`src/rtl/tree_node_walker.sv`:
```
// tree_node_walker: walks one decision tree per start, one node record per
// ISSUE/WAIT/EVAL round trip to a fixed-latency node memory, and reports the
// reached leaf class (or a depth error) as a one-cycle result.
module tree_node_walker #(
  parameter int ADDR_W    = 13,
  parameter int FEAT_W    = 5,
  parameter int DATA_W    = 16,
  parameter int CLASS_W   = 4,
  parameter int MEM_LAT   = 2,
  parameter int MAX_DEPTH = 32
) (
  input  logic               clk,
  input  logic               rst_n,
  input  logic               start,
  input  logic [ADDR_W-1:0]  tree_base,
  output logic               busy,
  output logic [ADDR_W-1:0]  node_addr,
  output logic               node_rd_en,
  input  logic               node_is_leaf,
  input  logic [FEAT_W-1:0]  node_feat,
  input  logic [DATA_W-1:0]  node_thr,
  input  logic [ADDR_W-1:0]  node_left,
  input  logic [ADDR_W-1:0]  node_right,
  input  logic [CLASS_W-1:0] node_class,
  output logic [FEAT_W-1:0]  feat_idx,
  input  logic [DATA_W-1:0]  feat_val,
  output logic [CLASS_W-1:0] result_class,
  output logic               result_vld,
  output logic               depth_err
);

  localparam int LAT_W = $clog2(MEM_LAT + 1);
  localparam int DEP_W = $clog2(MAX_DEPTH + 1);

  typedef enum logic [2:0] {
    S_IDLE,
    S_ISSUE,
    S_WAIT,
    S_EVAL,
    S_DONE
  } state_e;

  state_e             state_q, state_d;
  logic [ADDR_W-1:0]  base_q, base_d;
  logic [ADDR_W-1:0]  addr_q, addr_d;
  logic [LAT_W-1:0]   lat_q, lat_d;
  logic [DEP_W-1:0]   depth_q, depth_d;
  logic               leaf_q, leaf_d;
  logic [DATA_W-1:0]  thr_q, thr_d;
  logic [ADDR_W-1:0]  left_q, left_d;
  logic [ADDR_W-1:0]  right_q, right_d;
  logic [CLASS_W-1:0] ncls_q, ncls_d;
  logic [FEAT_W-1:0]  feat_q, feat_d;
  logic [CLASS_W-1:0] rcls_q, rcls_d;
  logic               err_q, err_d;
  logic               go_left;

  // Ties go left: signed feature value at or below the threshold.
  assign go_left = $signed(feat_val) <= $signed(thr_q);

  // State and datapath registers; synchronous active-low reset.
  always_ff @(posedge clk) begin
    if (!rst_n) begin
      state_q <= S_IDLE;
      base_q  <= '0;
      addr_q  <= '0;
      lat_q   <= '0;
      depth_q <= '0;
      leaf_q  <= 1'b0;
      thr_q   <= '0;
      left_q  <= '0;
      right_q <= '0;
      ncls_q  <= '0;
      feat_q  <= '0;
      rcls_q  <= '0;
      err_q   <= 1'b0;
    end else begin
      state_q <= state_d;
      base_q  <= base_d;
      addr_q  <= addr_d;
      lat_q   <= lat_d;
      depth_q <= depth_d;
      leaf_q  <= leaf_d;
      thr_q   <= thr_d;
      left_q  <= left_d;
      right_q <= right_d;
      ncls_q  <= ncls_d;
      feat_q  <= feat_d;
      rcls_q  <= rcls_d;
      err_q   <= err_d;
    end
  end

  // Next-state logic; node record captured in the last WAIT cycle.
  always_comb begin
    state_d = state_q;
    base_d  = base_q;
    addr_d  = addr_q;
    lat_d   = lat_q;
    depth_d = depth_q;
    leaf_d  = leaf_q;
    thr_d   = thr_q;
    left_d  = left_q;
    right_d = right_q;
    ncls_d  = ncls_q;
    feat_d  = feat_q;
    rcls_d  = rcls_q;
    err_d   = err_q;
    case (state_q)
      S_IDLE: begin
        if (start) begin
          base_d  = tree_base;
          addr_d  = tree_base;
          depth_d = '0;
          err_d   = 1'b0;
          state_d = S_ISSUE;
        end
      end
      S_ISSUE: begin
        lat_d   = '0;
        state_d = S_WAIT;
      end
      S_WAIT: begin
        if (lat_q == LAT_W'(MEM_LAT - 1)) begin
          leaf_d  = node_is_leaf;
          thr_d   = node_thr;
          left_d  = node_left;
          right_d = node_right;
          ncls_d  = node_class;
          // feat_idx only moves for internal nodes so it holds otherwise.
          if (!node_is_leaf) feat_d = node_feat;
          state_d = S_EVAL;
        end else begin
          lat_d = lat_q + LAT_W'(1);
        end
      end
      S_EVAL: begin
        if (leaf_q) begin
          rcls_d  = ncls_q;
          state_d = S_DONE;
        end else if (depth_q == DEP_W'(MAX_DEPTH - 1)) begin
          rcls_d  = '0;
          err_d   = 1'b1;
          state_d = S_DONE;
        end else begin
          addr_d  = base_q + (go_left ? left_q : right_q);
          depth_d = depth_q + DEP_W'(1);
          state_d = S_ISSUE;
        end
      end
      S_DONE: begin
        state_d = S_IDLE;
      end
      default: begin
        state_d = S_IDLE;
      end
    endcase
  end

  assign busy         = (state_q != S_IDLE);
  assign node_rd_en   = (state_q == S_ISSUE);
  assign result_vld   = (state_q == S_DONE);
  assign node_addr    = addr_q;
  assign feat_idx     = feat_q;
  assign result_class = rcls_q;
  assign depth_err    = err_q;

endmodule

```
`config.mk`:
```
export PLATFORM = sky130hd
export DESIGN_NAME = tree_node_walker
export DESIGN_NICKNAME = d
export VERILOG_FILES = /design/src/rtl/tree_node_walker.sv
export SDC_FILE = /design/constraint.sdc
export NUM_CORES = 1
export LEC_CHECK = 0
export ABC_AREA = 1
export CORE_MARGIN = 3
export CORE_UTILIZATION = 50
export CTS_CLUSTER_SIZE = 10
export DETAILED_ROUTE_END_ITERATION = 7
export HOLD_SLACK_MARGIN = 0.03
export PLACE_DENSITY = 0.83
export SLEW_MARGIN = 20
export SYNTH_ARGS = -nofsm -noshare
export SYNTH_HDL_FRONTEND = slang
export SYNTH_SLANG_ARGS = --single-unit
```
`constraint.sdc`:
```
create_clock -name clk -period 4 [get_ports clk]
set_input_delay 0.8 -clock clk [delete_from_list [all_inputs] [get_ports clk]]
set_output_delay 0.8 -clock clk [all_outputs]
set_load 0.02 [all_outputs]
```
==> results.md <==
Worst setup path:
- The most critical setup path has its startpoint at feat_val[13].
- The critical path arrival is 4.16 ns.
- The maximum fanout along the worst path is 5.
- The start-to-end type of the worst setup path is in2reg.
- STA classifies the critical path startpoint as an input port.
- The startpoint identified for the worst register-to-register timing path is thr_q[9]$_SDFFE_PN0P_.
- The data required time at the worst endpoint is 4.25 ns.
- The type of destination of the critical path is a flip-flop.

Synth:
- The mean instance size in the synthesized netlist is 7.42 sq um.
- After synthesis, the largest area contributor takes up 40.6% of total cell area.
- The sequential-to-total area share from yosys stat is 40.6%.
- The dominant combinational cell family by area after synthesis is compound AO/OA/AOI/OAI gates.
- The portion of synthesized area spent on multiplexers is 0%.
- For this run, the leading register cell type out of synthesis is sky130_fd_sc_hd__dfxtp_1.
- The number of distinct library cells after synthesis is 38.
- The synthesized netlist devotes 20.1% of its cell area to simple gates.
- The most common cell in the synthesized netlist is sky130_fd_sc_hd__o21ai_0.
- Counting every net in the synthesized netlist gives 740.
- In this run, synthesis inferred 0 flip-flops with an integrated enable.
- The cell area after synthesis is 4630 sq um.
- The synthesized-area fraction occupied by adder cells is 8.53%.
- The most area-hungry cell type in the Yosys netlist is sky130_fd_sc_hd__dfxtp_1.
- The post-synthesis async set-or-reset flop share is 0%.
- The post-synthesis compound-gate area fraction is 21.7%.
- During synthesis, Yosys emitted a total of 0 warnings.
- Sorting the synthesized cells by how often they occur yields sky130_fd_sc_hd__o21ai_0, sky130_fd_sc_hd__dfxtp_1, sky130_fd_sc_hd__nor2_1.
- Synthesis produced a netlist whose cell count is 625.
- After synthesis, the cell types taking the most area are sky130_fd_sc_hd__dfxtp_1, sky130_fd_sc_hd__o21ai_0, sky130_fd_sc_hd__ha_1.
- The XOR/XNOR share of the synthesized area is 0.756%.
- In this run, synthesis produced a sequential element count of 94.

Floorplan:
- 110 I/O pins were placed.
- The starting utilization of the core area is 52.4%.
- The height of the die is 102 um.
- The initialized floorplan defines 34 standard-cell rows.
- The die footprint is 10500 sq um.
- The horizontal die dimension is 102 um.
- The placeable core area is 8850 sq um.

Global route:
- The total global routing track utilization is 24.8%.
- Entering global routing, the biggest net connects 77 pins.
- In the global route stage, met2 resource usage came out at 42.6%.
- Global routing finished with a remaining overflow of 0.
- The number of global-route vias before repair is 4622.
- Global routing used 31.3% of the available met1 tracks.
- The met3 routing resource usage after global routing is 4.10%.
- The number of antenna violations at the first check in global routing is 0.
- The first global-routing pass estimated 20700 um of wire.
- The global routing stage identified its most utilized layer as met2.

Timing:
- The worst hold slack across all endpoints is 0.452 ns.
- The actual slew at the worst max-slew pin is 0.792 ns.
- The number of endpoints with negative hold slack in the final report came to 0.
- Setup violations remaining at the end of the flow were counted as 0.
- For the final database, setup skew stands at 0.00829 ns.
- Based on the critical path, the design can be clocked at up to 0.256 GHz.
- The number of pins with negative max-slew slack in the final report is 0.
- Measured against its own limit, the worst slew margin works out to 47.0%.
- The clock period minus worst slack is 3.90 ns.
- After layout, the worst path uses 97.6% of the clock period.

Detailed routing:
- The routed via count divided by cell count is 5.53.
- After the first detailed-routing iteration, the DRC count stood at 295.
- The average wire per standard cell is 15.3 um.
- The length of the first detailed-routing pass in iterations is 6.
- The detail route stage leaves a number of antenna-violating nets equal to 0.
- Across all layers, the routed design uses 4774 vias.
- The final routed wirelength across all metal layers is 13300 um.
- In the routed design, unresolved DRC markers number 0.

CTS:
- The cell chosen for the clock root is sky130_fd_sc_hd__clkbuf_8.
- The tree built by TritonCTS fans out to 94 sinks.
- The H-tree was split into 3 levels.
- The worst-case clock buffer depth is 2.
- After clock tree synthesis, the clock-pin slew on the worst setup and hold paths is 0.09 ns.
- The total clock buffers created by CTS is 9.
- The insertion delay of the later-clocked pin in the worst-skew pair is 0.36 ns.
- TritonCTS built the clock tree.

Worst hold path:
- In this run the worst hold path is classified as reg2reg.
- The hold path startpoint is right_q[7]$_SDFFE_PN0P_.

Status:
- The run finished with clean final reports.

Final layout:
- The post-route netlist has 12.2% of its cells at a drive strength greater than 1.
- The post-layout utilization of the core is 71.8%.
- The footprint of the multi-input gates is 2520 sq um.
- Relative to the synthesized area, the layout overhead comes to 37.1%.
- 0 antenna diodes ended up in the layout.
- The area taken by flip-flops and latches is 1880 sq um.
- At the end of the flow, the number of nets in the layout was 866.
- The final non-filler cell area is 6350 sq um.
- The number of fill cells in the layout is 677.

Power and ir drop:
- Across the VDD grid, the largest voltage drop is 0.208 mV.
- Dividing total power by cell area gives a power density of 431 nW/um^2.
- The leakage dissipation is 2.62 nW.

Placement:
- The number of I/O port buffers is 109.
- The final estimated routing congestion in global placement is 0.914.
- Summed over all nets, the half-perimeter wirelength after detailed placement is 9110 um.
- In this run the cell area measured after placement is 5950 sq um.

Job:
- The max capacitance violation total is 0.
-- worst paths after layout --
check                          endpoint  slack (ns)  depth (start not counted)
max          node_addr[10]$_SDFFE_PN0P_         0.1                         24
min             right_q[7]$_SDFFE_PN0P_        0.45                          2
max reg2reg  node_addr[10]$_SDFFE_PN0P_        0.57                         24
min reg2reg     right_q[7]$_SDFFE_PN0P_        0.45                          2
-- registers in the layout, indices dropped and copies added, names as in the netlist, 2 cells and up --
name / cells
left_q: 13
state_q: 3
lat_q: 2
right_q: 13
node_addr: 13
thr_q: 16
base_q: 13
depth_q: 6
result_class: 4
ncls_q: 4
feat_idx: 5
-- layout by cell type (no fill, tap or decap), types with 2 or more instances in the layout --
master	n
sky130_fd_sc_hd__a211oi_1	2
sky130_fd_sc_hd__a21o_1	2
sky130_fd_sc_hd__a21oi_1	70
sky130_fd_sc_hd__a21oi_2	4
sky130_fd_sc_hd__a31oi_1	3
sky130_fd_sc_hd__buf_4	30
sky130_fd_sc_hd__clkbuf_8	9
sky130_fd_sc_hd__clkdlybuf4s50_1	102
sky130_fd_sc_hd__clkinv_2	3
sky130_fd_sc_hd__clkinv_4	2
sky130_fd_sc_hd__dfxtp_1	94
sky130_fd_sc_hd__dlymetal6s2s_1	6
sky130_fd_sc_hd__ha_1	22
sky130_fd_sc_hd__ha_2	2
sky130_fd_sc_hd__ha_4	6
sky130_fd_sc_hd__inv_1	63
sky130_fd_sc_hd__inv_2	5
sky130_fd_sc_hd__inv_4	2
sky130_fd_sc_hd__nand2_1	72
sky130_fd_sc_hd__nand2_2	5
sky130_fd_sc_hd__nand3_1	13
sky130_fd_sc_hd__nand3_4	2
sky130_fd_sc_hd__nand4_1	7
sky130_fd_sc_hd__nor2_1	90
sky130_fd_sc_hd__nor2_2	4
sky130_fd_sc_hd__nor2_8	2
sky130_fd_sc_hd__nor3_1	7
sky130_fd_sc_hd__o211ai_1	3
sky130_fd_sc_hd__o21ai_0	88
sky130_fd_sc_hd__o21ai_1	10
sky130_fd_sc_hd__o21bai_1	3
sky130_fd_sc_hd__or2_2	2
sky130_fd_sc_hd__xor2_1	3
-- worst max-delay path: stages --
cell	delay [ns]
sky130_fd_sc_hd__clkdlybuf4s50_1	0.40
sky130_fd_sc_hd__ha_1	0.31
sky130_fd_sc_hd__a21oi_1	0.21
sky130_fd_sc_hd__o21ai_1	0.11
sky130_fd_sc_hd__a21oi_2	0.16
sky130_fd_sc_hd__buf_4	0.15
sky130_fd_sc_hd__nand3_4	0.11
sky130_fd_sc_hd__nand3_4	0.12
sky130_fd_sc_hd__nand2_2	0.07
sky130_fd_sc_hd__o21ai_2	0.06
sky130_fd_sc_hd__ha_2	0.20
sky130_fd_sc_hd__inv_2	0.05
sky130_fd_sc_hd__fa_2	0.35
sky130_fd_sc_hd__inv_2	0.06
sky130_fd_sc_hd__nand2_1	0.05
sky130_fd_sc_hd__nand2_1	0.08
sky130_fd_sc_hd__a21oi_2	0.07
sky130_fd_sc_hd__buf_4	0.15
sky130_fd_sc_hd__nor2_4	0.08
sky130_fd_sc_hd__nor2_2	0.06
sky130_fd_sc_hd__o21bai_1	0.19
sky130_fd_sc_hd__a21oi_1	0.09
sky130_fd_sc_hd__o21ai_1	0.11
sky130_fd_sc_hd__a21oi_1	0.08
-- final cells by class --
| class | count | share of cell area [%] |
|---|---|---|
| inverter | 70 | 4.21 |
| multi-input combinational | 436 | 39.7 |
| timing repair buffer | 140 | 21.2 |
| clock inverter | 7 | 1.16 |
| tap | 108 | 2.13 |
| sequential | 94 | 29.6 |
| clock buffer | 9 | 1.95 |
-- logic make-up (layout without fill, tap and decap cells) --
kind of cell	count (synthesis)	after routing
AOI/OAI and AO/OA	191	191
xor gates and xnor gates	4	4
adders and majority gates	31	31
buffers and inverters	96	226
DFF	94	94
and+or+nand+nor	209	210
-- where the power goes --
group	total [mW]	switching, mW	leakage (nW)	internal (mW)
sequential	1.14	0.0727	0.764	1.07
combinational	0.962	0.550	1.75	0.412
clock	0.640	0.348	0.105	0.292
total	2.74	0.970	2.62	1.77
-- repair_timing --
| item | in CTS | in global routing |
|---|---|---|
| hold buffers | 0 | 0 |
| setup endpoints to repair | 0 | 8 |
| resized for setup | 0 | 45 |
| buffers inserted | 0 | 5 |
-- through the flow --
| stage | setup slack, ns | instances | setup TNS, ns | power, mW |
|---|---|---|---|---|
| floorplan | 0.276 | 625 | 0 | 1.68 |
| global placement | -0.155 | 842 | -0.537 | 2.01 |
| detailed placement | -0.354 | 842 | -1.73 | 2.06 |
| CTS | 0.00960 | 858 | 0 | 2.70 |
| global route | -0.136 | 864 | -0.461 | 2.90 |
| finish | 0.0954 | 864 | 0 | 2.74 |
-- layer usage --
metal	wire, um	part of all wire, %	up-vias
met5	0	0	-
met4	417	3.1	0
met3	841	6.3	56
met2	6640	50	202
met1	5360	40	2183
li1	-	-	2333
Power figures use the tool's default switching activity.
